===== src/rtl/bus_init_pkg.sv =====
`default_nettype none
// ============================================================================
// Module   : bus_init_pkg
// Purpose  : Shared types and constants for the bus_initiator block:
//            FSM state encoding, the registered command record and the
//            default read-timeout length.
// Ports    : none (package)
// Revision : 1.0 - initial release
// ============================================================================
package bus_init_pkg;

  // Default number of read ACCESS cycles allowed before a timeout error.
  localparam int BUS_INIT_TIMEOUT_DEFAULT = 4;

  typedef enum logic [1:0] {
    ST_IDLE   = 2'd0,
    ST_ACCESS = 2'd1,
    ST_RESP   = 2'd2
  } state_t;

  // Command as captured on acceptance; drives the bus for the whole access.
  typedef struct packed {
    logic       we;
    logic [9:0] addr;
    logic       rs0;
    logic       cs1;
    logic [7:0] wdata;
  } cmd_t;

endpackage : bus_init_pkg
`default_nettype wire


===== src/rtl/bus_initiator.sv =====
`default_nettype none
// ============================================================================
// Module   : bus_initiator
// Purpose  : Converts valid/ready commands into single peripheral bus
//            accesses (write: one cycle; read: wait for bus_oe up to TIMEOUT
//            cycles) and returns a valid/ready response.
// Ports    : phi2, rst_n              - clock, async active-low reset
//            cmd_valid/ready/we/addr/rs0/cs1/wdata - command channel
//            rsp_valid/ready/rdata/err             - response channel
//            bus_we_n/a/di/rs0/cs1   - peripheral control outputs
//            bus_do/bus_oe           - peripheral read data and valid
// Revision : 1.0 - initial release
// ============================================================================
module bus_initiator
  import bus_init_pkg::*;
#(
  parameter int TIMEOUT = BUS_INIT_TIMEOUT_DEFAULT
) (
  input  logic       phi2,
  input  logic       rst_n,
  input  logic       cmd_valid,
  output logic       cmd_ready,
  input  logic       cmd_we,
  input  logic [9:0] cmd_addr,
  input  logic       cmd_rs0,
  input  logic       cmd_cs1,
  input  logic [7:0] cmd_wdata,
  output logic       rsp_valid,
  input  logic       rsp_ready,
  output logic [7:0] rsp_rdata,
  output logic       rsp_err,
  output logic       bus_we_n,
  output logic [9:0] bus_a,
  output logic [7:0] bus_di,
  output logic       bus_rs0,
  output logic       bus_cs1,
  input  logic [7:0] bus_do,
  input  logic       bus_oe
);

  // Counter only has to reach TIMEOUT-1, so it can never wrap before expiry.
  localparam int CNT_W = (TIMEOUT > 1) ? $clog2(TIMEOUT) : 1;
  localparam logic [CNT_W-1:0] CNT_LAST = CNT_W'(TIMEOUT - 1);

  state_t           state_q, state_d;
  cmd_t             cmd_q, cmd_d;
  logic [CNT_W-1:0] cnt_q, cnt_d;
  logic [7:0]       rdata_q, rdata_d;
  logic             err_q, err_d;

  always_ff @(posedge phi2 or negedge rst_n) begin
    if (!rst_n) begin
      state_q <= ST_IDLE;
      cmd_q   <= '0;
      cnt_q   <= '0;
      rdata_q <= '0;
      err_q   <= 1'b0;
    end else begin
      state_q <= state_d;
      cmd_q   <= cmd_d;
      cnt_q   <= cnt_d;
      rdata_q <= rdata_d;
      err_q   <= err_d;
    end
  end

  always_comb begin
    state_d = state_q;
    cmd_d   = cmd_q;
    cnt_d   = cnt_q;
    rdata_d = rdata_q;
    err_d   = err_q;

    unique case (state_q)
      ST_IDLE: begin
        if (cmd_valid) begin
          cmd_d.we    = cmd_we;
          cmd_d.addr  = cmd_addr;
          cmd_d.rs0   = cmd_rs0;
          cmd_d.cs1   = cmd_cs1;
          cmd_d.wdata = cmd_wdata;
          cnt_d       = '0;
          state_d     = ST_ACCESS;
        end
      end
      ST_ACCESS: begin
        if (cmd_q.we) begin
          rdata_d = '0;
          err_d   = 1'b0;
          state_d = ST_RESP;
        end else if (bus_oe) begin
          rdata_d = bus_do;
          err_d   = 1'b0;
          state_d = ST_RESP;
        end else if (cnt_q == CNT_LAST) begin
          // TIMEOUT-th ACCESS edge without bus_oe
          rdata_d = '0;
          err_d   = 1'b1;
          state_d = ST_RESP;
        end else begin
          cnt_d = cnt_q + CNT_W'(1);
        end
      end
      ST_RESP: begin
        if (rsp_ready) begin
          state_d = ST_IDLE;
        end
      end
      default: state_d = ST_IDLE;
    endcase
  end

  // Bus is driven from the captured command only while in ACCESS; every
  // other state presents idle values so the peripheral sees no selection.
  always_comb begin
    bus_we_n = 1'b1;
    bus_a    = '0;
    bus_di   = '0;
    bus_rs0  = 1'b0;
    bus_cs1  = 1'b0;
    if (state_q == ST_ACCESS) begin
      bus_we_n = ~cmd_q.we;
      bus_a    = cmd_q.addr;
      bus_di   = cmd_q.wdata;
      bus_rs0  = cmd_q.rs0;
      bus_cs1  = cmd_q.cs1;
    end
  end

  assign cmd_ready = (state_q == ST_IDLE);
  assign rsp_valid = (state_q == ST_RESP);
  assign rsp_rdata = rdata_q;
  assign rsp_err   = err_q;

endmodule : bus_initiator
`default_nettype wire

===== config.mk =====
export PLATFORM = sky130hd
export DESIGN_NAME = bus_initiator
export DESIGN_NICKNAME = d
export VERILOG_FILES = /design/src/rtl/bus_init_pkg.sv /design/src/rtl/bus_initiator.sv
export SDC_FILE = /design/constraint.sdc
export NUM_CORES = 1
export LEC_CHECK = 0
export CORE_MARGIN = 10
export CORE_UTILIZATION = 44
export CTS_BUF_LIST = sky130_fd_sc_hd__clkbuf_4
export CTS_CLUSTER_SIZE = 25
export DETAILED_ROUTE_END_ITERATION = 12
export PLACE_DENSITY = 0.82
export SYNTH_ARGS = -nofsm -noshare
export SYNTH_HDL_FRONTEND = slang
export SYNTH_SLANG_ARGS = --single-unit

===== constraint.sdc =====
create_clock -name phi2 -period 1.8 [get_ports phi2]
set_input_delay 0.36 -clock phi2 [delete_from_list [all_inputs] [get_ports phi2]]
set_output_delay 0.36 -clock phi2 [all_outputs]
set_load 0.01 [all_outputs]

==> results of run 1 <==
==> what timing repair did <==
| item | in CTS | in global routing |
|---|---|---|
| pin swaps | 0 | 0 |
| setup endpoints to repair | 23 | 21 |
| gates resized for setup | 84 | 2 |
==> stage by stage <==
stage | utilization (%) | power [W] | worst slack (ns) | hold slack (ns) | std cells
global route | 64.95 | 0.003988 | -0.04252 | 0.4550 | 255
floorplan | - | 0.002421 | 0.3481 | 0.06441 | 133
finish | 64.95 | 0.003716 | 0.07034 | 0.4229 | 255
global placement | 65.61 | 0.003282 | 0.03952 | 0.4822 | 247
CTS | 65.06 | 0.003764 | 0.006291 | 0.4271 | 255
detailed placement | 65.61 | 0.003343 | -0.01372 | 0.4838 | 247
==> state kept, by name (all words and copies together) (netlist names) <==
signal and flops:
cmd_q 21, cnt_q 2, rsp_err 1, rsp_rdata 8, state_q 2
==> cells by family (layout without fill, tap and decap cells) <==
group / after synthesis / in the layout
multiplexers: 22 / 22
buffers and inverters: 8 / 82
flip-flops: 34 / 34
adder cells (fa/ha/maj): 1 / 1
AO/OA/AOI/OAI: 20 / 20
AND/OR/NAND/NOR: 48 / 48
==> routing by layer <==
layer	global-route usage (%)	wire length [um]	up-vias
li1	-	-	596
met1	15.85	1709	575
met2	18.95	1803	53
met3	8.940	579	9
met4	4.325	67	0
met5	0	0	-
==> path summary, 6_finish.rpt <==
| path | start | endpoint | cells past startpoint |
|---|---|---|---|
| max | state_q[1]$_DFFE_PN0P_ | bus_a[2] | 4 |
| min | rst_n | cmd_q[6]$_DFFE_PN0P_ | 2 |
| max reg2reg | state_q[0]$_DFFE_PN0P_ | cmd_q[0]$_DFFE_PN0P_ | 5 |
| min reg2reg | cmd_q[17]$_DFFE_PN0P_ | cmd_q[17]$_DFFE_PN0P_ | 1 |
| max in group asynchronous | rst_n | rsp_rdata[4]$_DFFE_PN0P_ | 2 |
| min in group phi2 | cmd_q[17]$_DFFE_PN0P_ | cmd_q[17]$_DFFE_PN0P_ | 1 |
==> worst max-delay path, stage by stage (launching register included) <==
cell and delay, ns:
dfrtp_1 0.38, and2b_1 0.23, buf_12 0.15, and2_1 0.13
buf_2 0.13
==> cell type report <==
cell class | instances | area share, %
repair buffers | 73 | 26.87
inverters | 1 | 0.1603
clock inverters | 1 | 1.282
well taps | 48 | 2.564
multi-input cells | 91 | 30.56
flip-flops and latches | 34 | 36.32
clock buffers | 7 | 2.244
==> cells in the final DEF, fill, tap and decap left out, drive strengths merged <==
cell type / Yosys / layout
a21oi: 1 / 1
and2: 21 / 21
and2b: 1 / 1
buf: 4 / 28
bufinv: 0 / 1
clkbuf: 3 / 8
clkdlybuf4s15: 0 / 1
clkdlybuf4s50: 0 / 42
dfrtp: 34 / 34
dlygate4sd2: 0 / 1
ha: 1 / 1
inv: 1 / 1
mux2: 21 / 21
mux2i: 1 / 1
nand2: 12 / 12
nand2b: 2 / 2
nand3: 4 / 4
nor2: 5 / 5
nor2b: 1 / 1
nor3: 1 / 1
o21ai: 17 / 17
o21bai: 1 / 1
o311ai: 1 / 1
or3: 1 / 1
==> report_power, final <==
| part | internal, W | total, W | switching (W) | leakage (nW) |
|---|---|---|---|---|
| logic | 0.00104 | 0.00181 | 0.000774 | 0.637 |
| registers | 0.00113 | 0.00132 | 0.000195 | 0.421 |
| clock network | 0.000325 | 0.000578 | 0.000253 | 0.0463 |
| total | 0.00249 | 0.00372 | 0.00122 | 1.10 |
==> flow_summary.toml, run 1 <==
[drt]
drtIter0Drc = 75
drc = 0
wirelength_mm = 4.160
ant_nets = 0
drtPass1Iterations = 4
vias_per_cell = 4.835
vias = 1233
wire_per_inst_um = 16.31

[final_layout]
multi_input_area_um2 = 715.7
fin_area_mm2 = 0.002342
diodes = 0
regArea_um2 = 850.8
layout-drive-gt1-share_pct = 29.95
fin_nets = 241
syn_to_final_growth_pct = 44.22
nFillCells = 278

[clock_network]
tritoncts = "built"
cts_root_buf = "clkbuf_4"
insertion_delay_ns = 0.34
cts_buffer_depth = 2
htree_levels = 2
post-cts-setup-buffers = 0
cts.sinks = 34
cts_hold_buf = 0
clk_pin_slew_worst_paths_ns = 0.10
cts_made_buffers = 5

[timing]
hold_viol = 0
period_minus_slack_ns = 1.730
slew_violations = 0
fmax_mhz = 578.1
slew_headroom_pct = 71.54
tightestPinTransition_ns = 0.4269
finClkSkew_ns = 0.007850
finalCritPeriodShare_pct = 96.09
setup_viol = 0
fin_tns_setup_ns = 0
rsz0062_at_grt = "true"

[place]
dpl.hpwl_mm = 3.117
gp_congestion = 0.7156
portBuffers = 65
placed_area_mm2 = 0.002366

[synthesis]
seq_area_frac_synth_pct = 52.39
synthesis.nets = 168
synthAdderAreaFrac_pct = 0.7704
synth-simple-area-share_pct = 16.95
synth_edf_count = 0
synth_area_mm2 = 0.001624
ys_seq_elements = 34
synthFlopType = "dfrtp_1"
synth_top_cell_area_share_pct = 52.39
synth_most_common_cell = "dfrtp_1"
yosys-top-cells-area = "dfrtp_1 52%, mux2_4 18%, and2_1 7.7%, o21ai_1 2.8%, nand2_1 2.5%"
synth.avg_cell_area_um2 = 12.21
synth_top_family_by_area = "multiplexers"
synthArstFlopShare_pct = 100.0
synthCells = 133
synth_common_cells = "34 x dfrtp_1, 20 x and2_1, 20 x mux2_4"
synth_compound_area_share_pct = 6.549
synthMuxAreaShare_pct = 19.80
yosys.cell_types.count = 27
synth_xor_area_share_pct = 0
synth_top_area_cell = "dfrtp_1"
ys_warn_count = 0

[global_routing]
overflow = 0
grt_pass1_vias = 1332
grt_max_degree = 35
grt_first_pass_wirelength_mm = 6.755
antenna_found_initial = 0
gr-usage-all-layers_pct = 13.31

[floorplan]
fp.dieH_um = 80.76
initial_utilization_pct = 45.04
core-area_mm2 = 0.003606
fp.dieW_um = 80.76
ios = 66
die_area_mm2 = 0.006521
fp-row-count = 22

[hold_path]
worstHoldPathType = "in -> async"

[power_and_ir_drop]
leakagePower_nw = 1.104
ir_drop_mv = 0.8554
power-per-cell-area_mw_per_mm2 = 1586

[critical_path]
end_kind = "output pin"
crit_type = "reg -> out"
worstPathArrival_ns = 1.37
rrSetupSlack_ns = 0.35
cp.required_ns = 1.44
cp_max_fo = 24
start_kind = "flop"

[status]
outcome = "complete, no violations"

[flow_run]
maxCapViolations = 0
Note: power is estimated with default switching activity, not from simulation.
==> inputs of run 2 (changes only) <==
Settings changed: CAP_MARGIN set to 20.
==> results of run 2 <==
Same layout as run 1: the final DEF is identical, and so are final timing and power.
